--- src/rtl/uart_rx_block.sv ---
// uart_rx_block: 8N1 UART receiver with 16x oversampling and majority voting.
// Each recovered byte is presented with a one-cycle data_valid strobe; a low
// stop bit produces a one-cycle frame_err strobe instead.

module uart_rx_block #(
  parameter int CLK_FREQ   = 44_000_000,
  parameter int BAUD       = 115_200,
  parameter int OVERSAMPLE = 16
) (
  input  logic       clk,
  input  logic       rst,
  input  logic       rx_in,
  output logic [7:0] data_out,
  output logic       data_valid,
  output logic       frame_err,
  output logic       busy
);

  localparam int DIV_RAW = (CLK_FREQ + (BAUD * OVERSAMPLE) / 2) / (BAUD * OVERSAMPLE);
  localparam int DIV     = (DIV_RAW < 2) ? 2 : DIV_RAW;
  localparam int DW      = $clog2(DIV);
  localparam logic [DW-1:0] DIV_LAST = DW'(DIV - 1);

  typedef enum logic [1:0] {IDLE, START, DATA, STOP} state_t;

  state_t          state;
  state_t          state_next;
  logic            sync1;
  logic            rx_s;
  logic            rx_d;
  logic [DW-1:0]   div_cnt;
  logic [3:0]      s_cnt;
  logic [2:0]      bit_idx;
  logic            samp7;
  logic            samp8;
  logic [7:0]      shift_reg;

  logic            start_edge;
  logic            tick;
  logic            vote;
  logic            mid_tick;
  logic            end_tick;
  logic            stop_good;
  logic            stop_bad;

  assign start_edge = rx_d & ~rx_s;
  assign tick       = (div_cnt == DIV_LAST);
  assign mid_tick   = tick && (s_cnt == 4'd9);
  assign end_tick   = tick && (s_cnt == 4'd15);
  assign vote       = (samp7 & samp8) | (samp7 & rx_s) | (samp8 & rx_s);

  // Bring the asynchronous line into the clock domain and keep a delayed copy for edge detection
  always_ff @(posedge clk) begin
    if (rst) begin
      sync1 <= 1'b1;
      rx_s  <= 1'b1;
      rx_d  <= 1'b1;
    end else begin
      sync1 <= rx_in;
      rx_s  <= sync1;
      rx_d  <= rx_s;
    end
  end

  // State register
  always_ff @(posedge clk) begin
    if (rst) state <= IDLE;
    else     state <= state_next;
  end

  // Next-state logic: a frame only starts on a genuine falling edge, and STOP exits mid-bit
  always_comb begin
    state_next = state;
    unique case (state)
      IDLE:  if (start_edge) state_next = START;
      START: begin
        if (mid_tick && vote)  state_next = IDLE;
        else if (end_tick)     state_next = DATA;
      end
      DATA:  if (end_tick && (bit_idx == 3'd7)) state_next = STOP;
      STOP:  if (mid_tick) state_next = IDLE;
      default: state_next = IDLE;
    endcase
  end

  // Output decode: busy level and the stop-bit verdicts that launch the result strobes
  always_comb begin
    busy      = (state != IDLE);
    stop_good = (state == STOP) && mid_tick && vote;
    stop_bad  = (state == STOP) && mid_tick && !vote;
  end

  // Datapath: baud divider, sample/bit counters, vote samples, shift register and result registers
  always_ff @(posedge clk) begin
    if (rst) begin
      div_cnt    <= '0;
      s_cnt      <= '0;
      bit_idx    <= '0;
      samp7      <= 1'b0;
      samp8      <= 1'b0;
      shift_reg  <= '0;
      data_out   <= '0;
      data_valid <= 1'b0;
      frame_err  <= 1'b0;
    end else begin
      data_valid <= stop_good;
      frame_err  <= stop_bad;
      if (stop_good) data_out <= shift_reg;

      if ((state == IDLE) && start_edge) begin
        div_cnt <= '0;
        s_cnt   <= '0;
        bit_idx <= '0;
      end else begin
        div_cnt <= tick ? '0 : div_cnt + 1'b1;
        if (tick && (state != IDLE)) begin
          s_cnt <= s_cnt + 4'd1;
          if (s_cnt == 4'd7) samp7 <= rx_s;
          if (s_cnt == 4'd8) samp8 <= rx_s;
          if ((s_cnt == 4'd9) && (state == DATA)) shift_reg <= {vote, shift_reg[7:1]};
          if (s_cnt == 4'd15) begin
            if (state == START)     bit_idx <= '0;
            else if (state == DATA) bit_idx <= bit_idx + 3'd1;
          end
        end
      end
    end
  end

endmodule

--- config.mk ---
export PLATFORM = sky130hd
export DESIGN_NAME = uart_rx_block
export DESIGN_NICKNAME = d
export VERILOG_FILES = /design/src/rtl/uart_rx_block.sv
export SDC_FILE = /design/constraint.sdc
export NUM_CORES = 1
export LEC_CHECK = 0
export CELL_PAD_IN_SITES_DETAIL_PLACEMENT = 2
export CELL_PAD_IN_SITES_GLOBAL_PLACEMENT = 2
export CORE_AREA = 3 3 78 80
export CTS_CLUSTER_SIZE = 30
export DETAILED_ROUTE_END_ITERATION = 10
export DIE_AREA = 0 0 81 83
export PLACE_DENSITY = 0.77
export SETUP_SLACK_MARGIN = 0.1
export SYNTH_ARGS = -nofsm -noshare
export SYNTH_HDL_FRONTEND = slang
export SYNTH_SLANG_ARGS = --single-unit
export TNS_END_PERCENT = 20
--- constraint.sdc ---
create_clock -name clk -period 4.9 [get_ports clk]
set_input_delay 0.98 -clock clk [delete_from_list [all_inputs] [get_ports clk]]
set_output_delay 0.98 -clock clk [all_outputs]
set_load 0.05 [all_outputs]
==> qor.log <==
INFO  pwr            power-per-cell-area=317mW/mm²
INFO  timing         finalSetupViolations=0
INFO  timing         max_slew.worst_pin.slew=819ps
INFO  setup_path     critical_path.reg2reg.startpoint=div_cnt[0]
INFO  placed_design  gp_routability_congestion=0.853
INFO  detailed_routing detail_route.drc_violations=0
INFO  timing         min_tclk_post_route=2970ps
INFO  finish         num-nets-final=192
INFO  timing         min_period_over_period=60.6%
INFO  clocking       cts-htree-levels=2
INFO  global_route   overflow=0
INFO  setup_path     setup.worst_path.start_class=flip-flop
INFO  timing         achievable-frequency=337MHz
INFO  timing         unrepaired_setup_endpoints_after_global_routing=false
INFO  clocking       clock_tree.root_cell=clkbuf_8
INFO  detailed_routing drtPass1Iterations=3
INFO  setup_path     critical_path.max_fanout=4
INFO  clocking       clock_pin_slew_of_the_registers_on_the_worst_case_setup_and_hold_paths=70ps
INFO  setup_path     path_class=reg -> out
INFO  global_route   grt_start_max_net_pins=25
INFO  yosys          postSynthNetCount=177
INFO  finish         nFillCells=623
INFO  yosys          postSynth.asyncResetShare=0%
INFO  global_route   first_global_vias=1357
INFO  hold_path      min-delay-path-class=reg -> reg
INFO  floorplan      design.die.area=0.00672mm²
INFO  finish         final_layout_size_suffix_gt1_share=8.89%
INFO  clocking       cts-buffers-inserted=5
INFO  placed_design  place.detailed.hpwl=2790µm
INFO  global_route   gr-usage-all-layers=13.0%
INFO  detailed_routing route.detailed.wl_per_inst=15.1µm
INFO  finish         layout.cell_area.non_filler=0.00189mm²
INFO  setup_path     critPathLaunch=state[0]
INFO  detailed_routing via_count=1187
INFO  pwr            max-vdd-ir-drop=134µV
INFO  setup_path     worst_ep_arrival_time=1990ps
INFO  yosys          postSynthAreaPerCell=9.85µm²
INFO  yosys          post_synth_num_cell_types=33
INFO  pwr            power_leakage=0.817nW
INFO  yosys          yosys-top-cells-area=dfxtp_1, mux2i_1, nor2_1
INFO  detailed_routing drt-initial-drc-count=35
INFO  finish         register_area=741µm²
INFO  timing         slew_violations=0
INFO  timing         setup-tns-final=0ps
INFO  timing         worst_slew_margin_rel=45.2%
INFO  outcome        status=completed
INFO  finish         diodes=0
INFO  floorplan      die_width=81µm
INFO  floorplan      dieHeight=83µm
INFO  placed_design  post_dp_cell_area=0.00180mm²
INFO  clocking       tritoncts_num_sinks=37
INFO  clocking       cts_tree=done
INFO  yosys          syn-cell-area=0.00162mm²
INFO  timing         finClkSkew=7.25ps
INFO  setup_path     critPathCaptureType=output pin
INFO  hold_path      worstHoldStart=sync1
INFO  clocking       cts_setup_buffers=0
INFO  finish         multiInputGateArea=807µm²
INFO  detailed_routing detail_route.vias_per_cell=4.71
INFO  timing         hold_violations=0
INFO  yosys          synthDominantAreaCellType=dfxtp_1
INFO  setup_path     cp.required=3920ps
INFO  global_route   grt_pass1_wl=6710µm
INFO  yosys          synthesis.yosys.warnings=0
INFO  yosys          post_synth_top_cells=dfxtp_1, nor2_1, mux2i_1, ha_1, inv_1
INFO  yosys          synth_top_area_share=45.9%
INFO  yosys          count_of_flip_flops_with_a_built_in_enable_after_synthesis=0
INFO  finish         layout-area-overhead-vs-synth=17.3%
INFO  yosys          yosys_most_used_dff=dfxtp_1
INFO  clocking       worstSkewPairLatency=290ps
INFO  floorplan      initial_core_util=29.5%
INFO  detailed_routing routed_wl=3800µm
INFO  yosys          yosys_register_bits=37
INFO  placed_design  numPortBuffers=13
INFO  global_route   grt_antenna_before_repair=0
INFO  yosys          synthCells=164
INFO  clocking       cts-resized-gates=0
INFO  yosys          synth_seq_area_share=45.9%
INFO  yosys          synth_most_common_cell=dfxtp_1
INFO  clocking       cts_hold_buf=0
INFO  detailed_routing ant_nets=0
INFO  floorplan      core_area=0.00547mm²
INFO  clocking       clock_path_buffers=2
INFO  floorplan      top_level_ports=14
INFO  job            maxCapViolations=0
INFO  floorplan      rows=27
-- worst max-delay path, stage by stage, from the launching register on --
cell	delay (ps)
dfxtp_1	400
inv_1	100
ha_1	270
inv_1	120
clkdlybuf4s50_1	810
-- logic make-up (layout without fill, tap and decap cells) --
family                     count (synthesis)  after routing  share of synthesized area [%]
buffers and inverters                     13             29                           4.18
DFF                                       37             37                           45.9
and+or+nand+nor                           68             68                           22.1
AOI/OAI and AO/OA                          9              9                           3.72
adders and majority gates                 11             11                           8.44
muxes                                     21             21                           13.0
xor gates and xnor gates                   5              5                           2.71
-- path summary, 6_finish.rpt --
check                end  slack, ps  cells past startpoint
max                 busy       1930                      4
min                 rx_s        430                      1
max reg2reg  data_out[5]       2880                      5
min reg2reg         rx_s        430                      1
-- power breakdown --
| part | switching (mW) | total (mW) | leakage (nW) | internal [mW] |
|---|---|---|---|---|
| logic | 0.0433 | 0.0653 | 0.467 | 0.0219 |
| registers | 0.00628 | 0.313 | 0.299 | 0.307 |
| clock network | 0.108 | 0.222 | 0.0512 | 0.114 |
-- cell usage in the layout (no fill, tap or decap), types with 2 or more instances in the layout --
master / n
xnor2_1: 2
dfxtp_1: 37
nand2_1: 5
nor2b_1: 2
or2_2: 3
nand4_1: 4
mux2i_1: 21
clkdlybuf4s50_1: 13
clkbuf_8: 6
o21ai_0: 3
nor2_1: 34
and3_1: 4
nand4b_1: 3
xor2_1: 3
a21oi_1: 2
ha_1: 10
inv_1: 8
nand3_1: 4
-- layout make-up --
cell class,count,area share [%]
Inverter,8,1.59
Sequential cell,37,39.1
Tap cell,72,4.76
Timing Repair Buffer,13,6.87
Clock inverter,2,0.727
Clock buffer,6,4.36
Multi-Input combinational cell,114,42.6
-- layer usage --
metal  vias up  GRT usage [%]  share of wire, %
met2        16           22.9                52
li1        583              -                 -
met5         -              0                 0
met1       577           14.0                42
met3        11           3.47               3.1
met4         0           5.99               3.0
-- metrics by stage --
step	setup WS [ps]	hold slack (ps)	power, mW	util (%)	std cells
2_1_floorplan	2900	389	0.363	-	164
3_3_place_gp	2110	394	0.378	32.9	244
3_5_place_dp	2010	398	0.385	32.9	244
4_1_cts	1930	428	0.605	34.6	252
5_1_grt	1830	451	0.628	34.6	252
6_report	1930	428	0.600	34.6	252
Power figures use the tool's default switching activity.
